===== config.mk =====
export PLATFORM = sky130hd
export DESIGN_NAME = pio_io_ctrl
export DESIGN_NICKNAME = d
export VERILOG_FILES = /design/src/rtl/pio_io_pkg.sv /design/src/rtl/pio_debounce.sv /design/src/rtl/pio_io_ctrl.sv
export SDC_FILE = /design/constraint.sdc
export NUM_CORES = 1
export LEC_CHECK = 0
export ABC_AREA = 1
export ABC_CLOCK_PERIOD_IN_PS = 3900
export CAP_MARGIN = 20
export CORE_MARGIN = 1.5
export CORE_UTILIZATION = 40
export CTS_CLUSTER_DIAMETER = 30
export DETAILED_ROUTE_END_ITERATION = 6
export PLACE_DENSITY_LB_ADDON = 0.08
export SLEW_MARGIN = 20
export SYNTH_ARGS = -nofsm -noshare
export SYNTH_HDL_FRONTEND = slang
export SYNTH_SLANG_ARGS = --single-unit

===== constraint.sdc =====
create_clock -name clk_clk -period 3.9 [get_ports clk_clk]
set_input_delay 1.17 -clock clk_clk [delete_from_list [all_inputs] [get_ports clk_clk]]
set_output_delay 1.17 -clock clk_clk [all_outputs]
set_load 0.03 [all_outputs]

===== src/rtl/pio_io_pkg.sv =====
// Shared constants for the PIO controller: bus width, register map and edge-capture modes.
// Also holds the edge-qualification helper used by every input channel.
package pio_io_pkg;

    localparam int BUS_WIDTH  = 32;
    localparam int ADDR_WIDTH = 3;

    typedef enum logic [ADDR_WIDTH-1:0] {
        ADDR_DATA_IN  = 3'd0,
        ADDR_DATA_OUT = 3'd1,
        ADDR_IRQ_MASK = 3'd2,
        ADDR_EDGE_CAP = 3'd3,
        ADDR_OUT_SET  = 3'd4,
        ADDR_OUT_CLR  = 3'd5,
        ADDR_RSVD6    = 3'd6,
        ADDR_RSVD7    = 3'd7
    } reg_addr_e;

    localparam int EDGE_RISING  = 0;
    localparam int EDGE_FALLING = 1;
    localparam int EDGE_ANY     = 2;

    // True when a debounced change from old_val to new_val counts as an event for this mode.
    function automatic logic edge_match(input int mode, input logic old_val, input logic new_val);
        logic hit;
        case (mode)
            EDGE_RISING:  hit = !old_val && new_val;
            EDGE_FALLING: hit = old_val && !new_val;
            default:      hit = old_val != new_val;
        endcase
        return hit;
    endfunction

endpackage


===== src/rtl/pio_debounce.sv =====
// One input channel: two-flop synchronizer, stable-cycle debounce counter and edge pulse.
// The edge pulse is registered alongside the debounced value, so both change on the same edge.
module pio_debounce
    import pio_io_pkg::*;
#(
    parameter int DEBOUNCE_CYCLES = 16,
    parameter int EDGE_MODE       = EDGE_RISING
) (
    input  logic clk,
    input  logic srst,
    input  logic din,
    output logic deb,
    output logic edge_evt
);

    localparam int CNT_W = $clog2(DEBOUNCE_CYCLES + 1);
    localparam logic [CNT_W-1:0] CNT_LAST = CNT_W'(DEBOUNCE_CYCLES - 1);

    logic             sync1_reg;
    logic             sync2_reg;
    logic             deb_reg;
    logic             deb_next;
    logic             edge_reg;
    logic             edge_next;
    logic [CNT_W-1:0] cnt_reg;
    logic [CNT_W-1:0] cnt_next;

    always_ff @(posedge clk) begin
        if (srst) begin
            sync1_reg <= 1'b0;
            sync2_reg <= 1'b0;
        end else begin
            sync1_reg <= din;
            sync2_reg <= sync1_reg;
        end
    end

    // The counter is cleared on the cycle it would reach DEBOUNCE_CYCLES, so it never wraps.
    always_comb begin
        cnt_next  = cnt_reg;
        deb_next  = deb_reg;
        edge_next = 1'b0;
        if (sync2_reg == deb_reg) begin
            cnt_next = '0;
        end else if (cnt_reg >= CNT_LAST) begin
            cnt_next  = '0;
            deb_next  = sync2_reg;
            edge_next = edge_match(EDGE_MODE, deb_reg, sync2_reg);
        end else begin
            cnt_next = cnt_reg + 1'b1;
        end
    end

    always_ff @(posedge clk) begin
        if (srst) begin
            cnt_reg  <= '0;
            deb_reg  <= 1'b0;
            edge_reg <= 1'b0;
        end else begin
            cnt_reg  <= cnt_next;
            deb_reg  <= deb_next;
            edge_reg <= edge_next;
        end
    end

    assign deb      = deb_reg;
    assign edge_evt = edge_reg;

endmodule


===== src/rtl/pio_io_ctrl.sv =====
// Avalon-MM PIO block: debounced inputs with edge capture and masked interrupt,
// plus a directly driven output register with set/clear shortcuts.
module pio_io_ctrl
    import pio_io_pkg::*;
#(
    parameter int IN_WIDTH        = 3,
    parameter int OUT_WIDTH       = 8,
    parameter int DEBOUNCE_CYCLES = 16,
    parameter int EDGE_MODE       = EDGE_RISING
) (
    input  logic                  clk_clk,
    input  logic                  reset_reset,
    input  logic [IN_WIDTH-1:0]   pio_in_export,
    output logic [OUT_WIDTH-1:0]  pio_out_export,
    input  logic [ADDR_WIDTH-1:0] avs_address,
    input  logic                  avs_read,
    input  logic                  avs_write,
    input  logic [BUS_WIDTH-1:0]  avs_writedata,
    output logic [BUS_WIDTH-1:0]  avs_readdata,
    output logic                  avs_readdatavalid,
    output logic                  irq
);

    logic [IN_WIDTH-1:0]  data_in;
    logic [IN_WIDTH-1:0]  edge_evt;

    logic [OUT_WIDTH-1:0] data_out_reg;
    logic [OUT_WIDTH-1:0] data_out_next;
    logic [IN_WIDTH-1:0]  irq_mask_reg;
    logic [IN_WIDTH-1:0]  irq_mask_next;
    logic [IN_WIDTH-1:0]  edge_cap_reg;
    logic [IN_WIDTH-1:0]  edge_cap_next;
    logic                 irq_reg;
    logic                 irq_next;
    logic [BUS_WIDTH-1:0] readdata_reg;
    logic [BUS_WIDTH-1:0] readdata_next;
    logic                 readdatavalid_reg;
    logic [BUS_WIDTH-1:0] read_mux;

    reg_addr_e            addr;
    logic [OUT_WIDTH-1:0] wdata_out;
    logic [IN_WIDTH-1:0]  wdata_in;
    logic [IN_WIDTH-1:0]  cap_clear;
    logic                 unused_wdata;

    generate
        for (genvar gi = 0; gi < IN_WIDTH; gi++) begin : g_chan
            pio_debounce #(
                .DEBOUNCE_CYCLES(DEBOUNCE_CYCLES),
                .EDGE_MODE      (EDGE_MODE)
            ) u_debounce (
                .clk     (clk_clk),
                .srst    (reset_reset),
                .din     (pio_in_export[gi]),
                .deb     (data_in[gi]),
                .edge_evt(edge_evt[gi])
            );
        end
    endgenerate

    assign addr         = reg_addr_e'(avs_address);
    assign wdata_out    = avs_writedata[OUT_WIDTH-1:0];
    assign wdata_in     = avs_writedata[IN_WIDTH-1:0];
    // Bits above the register widths are intentionally dropped.
    assign unused_wdata = ^avs_writedata;

    always_comb begin
        data_out_next = data_out_reg;
        irq_mask_next = irq_mask_reg;
        cap_clear     = '0;
        if (avs_write) begin
            case (addr)
                ADDR_DATA_OUT: data_out_next = wdata_out;
                ADDR_IRQ_MASK: irq_mask_next = wdata_in;
                ADDR_EDGE_CAP: cap_clear     = wdata_in;
                ADDR_OUT_SET:  data_out_next = data_out_reg | wdata_out;
                ADDR_OUT_CLR:  data_out_next = data_out_reg & ~wdata_out;
                default:       ;
            endcase
        end
    end

    // A new edge is OR-ed in after the clear, so a simultaneous event survives the W1C.
    assign edge_cap_next = (edge_cap_reg & ~cap_clear) | edge_evt;
    assign irq_next      = |(edge_cap_reg & irq_mask_reg);

    always_comb begin
        read_mux = '0;
        case (addr)
            ADDR_DATA_IN:  read_mux = BUS_WIDTH'(data_in);
            ADDR_DATA_OUT: read_mux = BUS_WIDTH'(data_out_reg);
            ADDR_IRQ_MASK: read_mux = BUS_WIDTH'(irq_mask_reg);
            ADDR_EDGE_CAP: read_mux = BUS_WIDTH'(edge_cap_reg);
            default:       read_mux = '0;
        endcase
    end

    assign readdata_next = avs_read ? read_mux : readdata_reg;

    always_ff @(posedge clk_clk) begin
        if (reset_reset) begin
            data_out_reg      <= '0;
            irq_mask_reg      <= '0;
            edge_cap_reg      <= '0;
            irq_reg           <= 1'b0;
            readdata_reg      <= '0;
            readdatavalid_reg <= 1'b0;
        end else begin
            data_out_reg      <= data_out_next;
            irq_mask_reg      <= irq_mask_next;
            edge_cap_reg      <= edge_cap_next;
            irq_reg           <= irq_next;
            readdata_reg      <= readdata_next;
            readdatavalid_reg <= avs_read;
        end
    end

    assign pio_out_export    = data_out_reg;
    assign avs_readdata      = readdata_reg;
    assign avs_readdatavalid = readdatavalid_reg;
    assign irq               = irq_reg;

endmodule


After elaboration in Yosys (flattened, before gate mapping):

Cells that the tools add are included.

* logic and storage cells: 72
* register bits: 75
* input port bits: 42

* equal/unequal tests: 8
* multiplexer cells: 4
* add/subtract/negate cells: 3
* magnitude comparators: 3
* bitwise gates (word level): 13
* reductions and logical operators: 20

Operator list (count)
* $pmux 8 s4: 1
* $pmux 8 s3: 1
* $reduce_or 3->1: 7
* $add 5x1->5 const B: 3
* $ge 5x4->1 const B: 3
* $reduce_and 2->1: 5
* $and 8x8->8: 1
* $not 8->8: 1
* $or 8x8->8: 1
* $and 3x3->3: 2
* $eq 3x2->1 const B: 2
* $eq 3x3->1 const B: 2
* $mux 3: 2
* $not 1->1: 6
* $eq 1x1->1: 3
* $eq 3x1->1 const B: 1
* $logic_and 1x1->1: 3
* $logic_not 1->1: 3
* $logic_not 3->1: 1
* $not 3->3: 1
* $or 3x3->3: 1
* $reduce_bool 3->1: 1

Longest topological paths before layout:

* depth after elaboration: 6
* mapped depth: 10
* mapped depth without buffers: 10

Cells and area by module:

Synthesis repeated with hierarchy kept, for this count alone.

* cell total of the unflattened synthesis: 304
* area total of the unflattened synthesis: 2361.0 µm²

By module, submodules not included
* pio_io_ctrl: cells an instance 178, sequential area each 480.5 µm², times used 1, area each 1242.4 µm²
* pio_debounce: cells an instance 42, sequential area each 180.2 µm², times used 3, area each 372.9 µm²

Worst setup path after synthesis:

No wires, ideal clock.

* kind: input to register
* start: input port reset_reset
* end: register g_chan[0].u_debounce.cnt_reg[0]
* path buffers: 1
* setup slack: 2.015 ns
* required time: 3.844 ns
* arrival: 1.829 ns
* stages: 5
* path through: clkbuf_1 > nor2_1 > nand2_1 > or2_2 > inv_1

* cells in the longest elaborated chain, start to end: 1

RTL lines
* start: declaration: line pio_io_ctrl.sv:12 `input logic reset_reset,`
* $reduce_or 3->1 (no source line)
* end signal: assignment: line pio_debounce.sv:60 `cnt_reg <= cnt_next;`
* end: declaration: line pio_debounce.sv:25 `logic [CNT_W-1:0] cnt_reg;`

No other way between the ends.
A chain may end at the register's enable or synchronous reset.

Worst setup path in the final report:

* start: register data_out_reg[0], in the netlist pio_out_export[0]
* end: output port pio_out_export[0]

RTL lines
* start: declaration: line pio_io_ctrl.sv:27 `logic [OUT_WIDTH-1:0] data_out_reg;`
* start signal: assignment: line pio_io_ctrl.sv:109 `data_out_reg <= data_out_next;`
* end: declaration: line pio_io_ctrl.sv:14 `output logic [OUT_WIDTH-1:0] pio_out_export,`

No word-level cell between the ends.

==> metrics.log <==
INFO  metric fin_crit_sh = 0.6502
INFO  metric postCtsHoldBufs = 0
INFO  metric layout_commonest_cell = sky130_fd_sc_hd__nand2_1
INFO  metric crit_chain = clkdlybuf4s50_1
INFO  metric clock-skew-final = 0.007382 ns
INFO  metric postSynthCellCount = 308
INFO  metric initial_utilization = 0.4155
INFO  metric critical_path_peak_fanout = 3
INFO  metric endpoint_of_the_worst_register_to_register_path = g_chan[2].u_debounce.cnt_reg[0]
INFO  metric routed_wire_length_per_instance = 9.513 um
INFO  metric cts_root_buffer = sky130_fd_sc_hd__clkbuf_8
INFO  metric detail_route.first_pass.iterations = 4
INFO  metric detailed_place_hpwl = 2936 um
INFO  metric seq_area_frac_synth = 0.4435
INFO  metric worst-endpoint-arrival = 1.37 ns
INFO  metric num-fill-cells = 564
INFO  metric worstReg2RegStart = g_chan[2].u_debounce.cnt_reg[0]
INFO  metric maximum_root_to_sink_buffer_count = 2
INFO  metric worst_skew_pair.late_latency = 0.30 ns
INFO  metric die_footprint = 6220 sq um
INFO  metric design.core.area = 5540 sq um
INFO  metric layout_setup_ws = 1.364 ns
INFO  metric worst-endpoint-required = 2.73 ns
INFO  metric grt_pass1_vias = 1618
INFO  metric worst-path-stages = 1
INFO  metric postPlaceCellArea = 2640 sq um
INFO  metric mappedNetlistArea = 2302 sq um
INFO  metric area_growth_syn_to_layout = 19.02%
INFO  metric final_area = 2740 sq um
INFO  metric port_buffers = 35
INFO  metric drt_drc_violations_left = 0
INFO  metric vias_per_cell = 4.325
INFO  metric drv_cap = 0
INFO  metric holdPathStages = 2
INFO  metric yosys_warnings = 0
INFO  metric buffering_stage_count_on_the_worst_path_with_inverters_included = 1
INFO  metric tritoncts = yes
INFO  metric critical-path-max-stage-delay = 0.71 ns
INFO  metric ir_drop = 0.2344 mV
INFO  metric cts.clk_slew.worst_paths = 0.09 ns
INFO  metric antenna_violations_before_repair = 0
INFO  metric synth.avg_cell_area = 7.475 sq um
INFO  metric place.gp.congestion = 0.8142
INFO  metric ys_seq_elements = 51
INFO  metric drt_first_iter_violations = 50
INFO  metric detail-route-antenna-nets = 0
INFO  metric setup.worst_path.end_class = primary output
INFO  metric pin_count_of_the_biggest_net_entering_global_routing = 21
INFO  metric holdCritPathClass = reg -> reg
INFO  metric r2r_slack = 2.22 ns
INFO  metric synth_cell_type_count = 23
INFO  metric cts_htree_levels = 2
INFO  metric rr_worst_depth = 10
INFO  metric dieWidth = 78.87 um
INFO  metric num_io_pins = 84
INFO  metric gr-usage-all-layers = 0.1429
INFO  metric layout-drive-gt1-share = 0.05764
INFO  metric period_minus_slack = 2.536 ns
INFO  metric max_freq = 394.4 MHz
INFO  metric grt_pass1_wl = 6962 um
INFO  metric total_leakage_power = 0.001069 uW
INFO  metric detailroute.via_count = 1812
INFO  metric rsz0062_at_grt = no
INFO  metric hold_viol = 0
INFO  metric post-cts-setup-buffer-count = 0
INFO  metric worst_setup_path_start_kind = flop
INFO  metric total_length_of_routed_wires = 3986 um
INFO  metric antennaDiodeCount = 0
INFO  metric largest_register_ffs = 15
INFO  metric tns = 0 ns
INFO  metric preCtsSetupSlack = 1.227 ns
INFO  metric globalRoute.totalOverflow = 0
INFO  metric timing.hold.worst_endpoint = g_chan[1].u_debounce.sync2_reg
INFO  metric crit_path_top_delay_cell = sky130_fd_sc_hd__clkdlybuf4s50_1
INFO  metric layout.cells.most_common_list = 59 x sky130_fd_sc_hd__nand2_1, 51 x sky130_fd_sc_hd__dfxtp_1, 46 x sky130_fd_sc_hd__inv_1
INFO  metric die-height = 78.87 um
INFO  metric postcts_resize_cnt = 0
INFO  metric area_taken_by_multi_input_logic_gates = 983.4 sq um
INFO  metric fin_nets = 397
INFO  metric worst-setup-path-type = reg -> out
INFO  metric fp-row-count = 27
INFO  metric cts_made_buffers = 5
INFO  metric sequential_cell_area = 1021 sq um
INFO  metric maxSlewHeadroom = 0.6661
INFO  metric clock_sinks = 51
INFO  metric min-delay-start = g_chan[1].u_debounce.sync1_reg
INFO  metric tightestPinTransition = 0.4993 ns
INFO  metric setup_violations = 0
INFO  metric power_per_cell_area = 352.0 nW/um^2
INFO  metric outcome = finished, final reports clean
INFO  metric timing.final.max_slew_violations = 0
INFO  metric cp_top_family = buffers and inverters
logic make-up (layout without fill, tap and decap cells):
group / count (synthesis) / in the layout / synth area share
and+or+nand+nor: 121 / 121 / 0.2272
adders and majority gates: 9 / 9 / 0.04891
other: 1 / 24 / 0.001629
DFF: 51 / 51 / 0.4435
AOI/OAI and AO/OA: 48 / 48 / 0.1120
buffers and inverters: 78 / 94 / 0.1668
worst max path at each step:
stage                                                 end  slack, ns              start
final                                   pio_out_export[0]       1.36  pio_out_export[0]
after global placement    g_chan[0].u_debounce.cnt_reg[0]       1.25        reset_reset
after detailed placement  g_chan[0].u_debounce.cnt_reg[0]       1.23        reset_reset
after CTS                               pio_out_export[0]       1.36  pio_out_export[0]
after floorplan           g_chan[0].u_debounce.cnt_reg[0]       2.01        reset_reset
after global routing                    pio_out_export[2]       1.32  pio_out_export[2]
power breakdown:
group          leakage [uW]  total (uW)  internal, uW  switching, uW
Clock             0.0000515         323           162            161
Combinational      0.000604         108          32.7           75.4
Sequential         0.000413         534           529           4.62
routing by layer:
layer | vias to the layer above | GRT usage | wire [um]
met4 | 0 | 0.06316 | 72
met5 | - | 0 | 0
met1 | 781 | 0.1883 | 2016
li1 | 985 | - | -
met3 | 7 | 0.03678 | 195
met2 | 39 | 0.2207 | 1702
per-stage QoR:
stage / std cells / hold WS, ns / utilization / power, uW
6_report: 419 / 0.4081 / 0.4946 / 964.6
5_1_grt: 419 / 0.4286 / 0.4946 / 1011
4_1_cts: 419 / 0.4106 / 0.4946 / 983.5
3_5_place_dp: 411 / 0.3985 / 0.4765 / 654.0
3_3_place_gp: 411 / 0.3887 / 0.4765 / 653.9
2_1_floorplan: 331 / 0.3883 / - / 633.8
final cells by class:
type / count / area share
multi-input combinational: 202 / 0.3589
inverter: 50 / 0.06849
tap: 72 / 0.03288
sequential: 51 / 0.3726
timing repair buffer: 36 / 0.1306
clock buffer: 8 / 0.03653
synthesized netlist by cell type:
cell / count / area (sq um)
sky130_fd_sc_hd__a21oi_1: 28 / 140.1
sky130_fd_sc_hd__a21oi_4: 1 / 16.27
sky130_fd_sc_hd__a22oi_1: 1 / 7.510
sky130_fd_sc_hd__buf_2: 1 / 5.000
sky130_fd_sc_hd__buf_4: 24 / 180.2
sky130_fd_sc_hd__clkbuf_1: 3 / 11.26
sky130_fd_sc_hd__conb_1: 1 / 3.750
sky130_fd_sc_hd__dfxtp_1: 51 / 1021
sky130_fd_sc_hd__ha_1: 9 / 112.6
sky130_fd_sc_hd__inv_1: 46 / 172.7
sky130_fd_sc_hd__inv_2: 4 / 15.01
sky130_fd_sc_hd__nand2_1: 59 / 221.5
sky130_fd_sc_hd__nand3_1: 14 / 70.07
sky130_fd_sc_hd__nand4_1: 2 / 12.51
sky130_fd_sc_hd__nor2_1: 36 / 135.1
sky130_fd_sc_hd__nor2_2: 1 / 6.260
sky130_fd_sc_hd__nor2_4: 2 / 22.52
sky130_fd_sc_hd__nor3_1: 1 / 5.000
sky130_fd_sc_hd__nor3_4: 1 / 16.27
sky130_fd_sc_hd__nor3b_1: 2 / 15.01
sky130_fd_sc_hd__o21ai_0: 17 / 85.08
sky130_fd_sc_hd__o221ai_1: 1 / 8.760
sky130_fd_sc_hd__or2_2: 3 / 18.77
(Power assumes the default switching activity.)
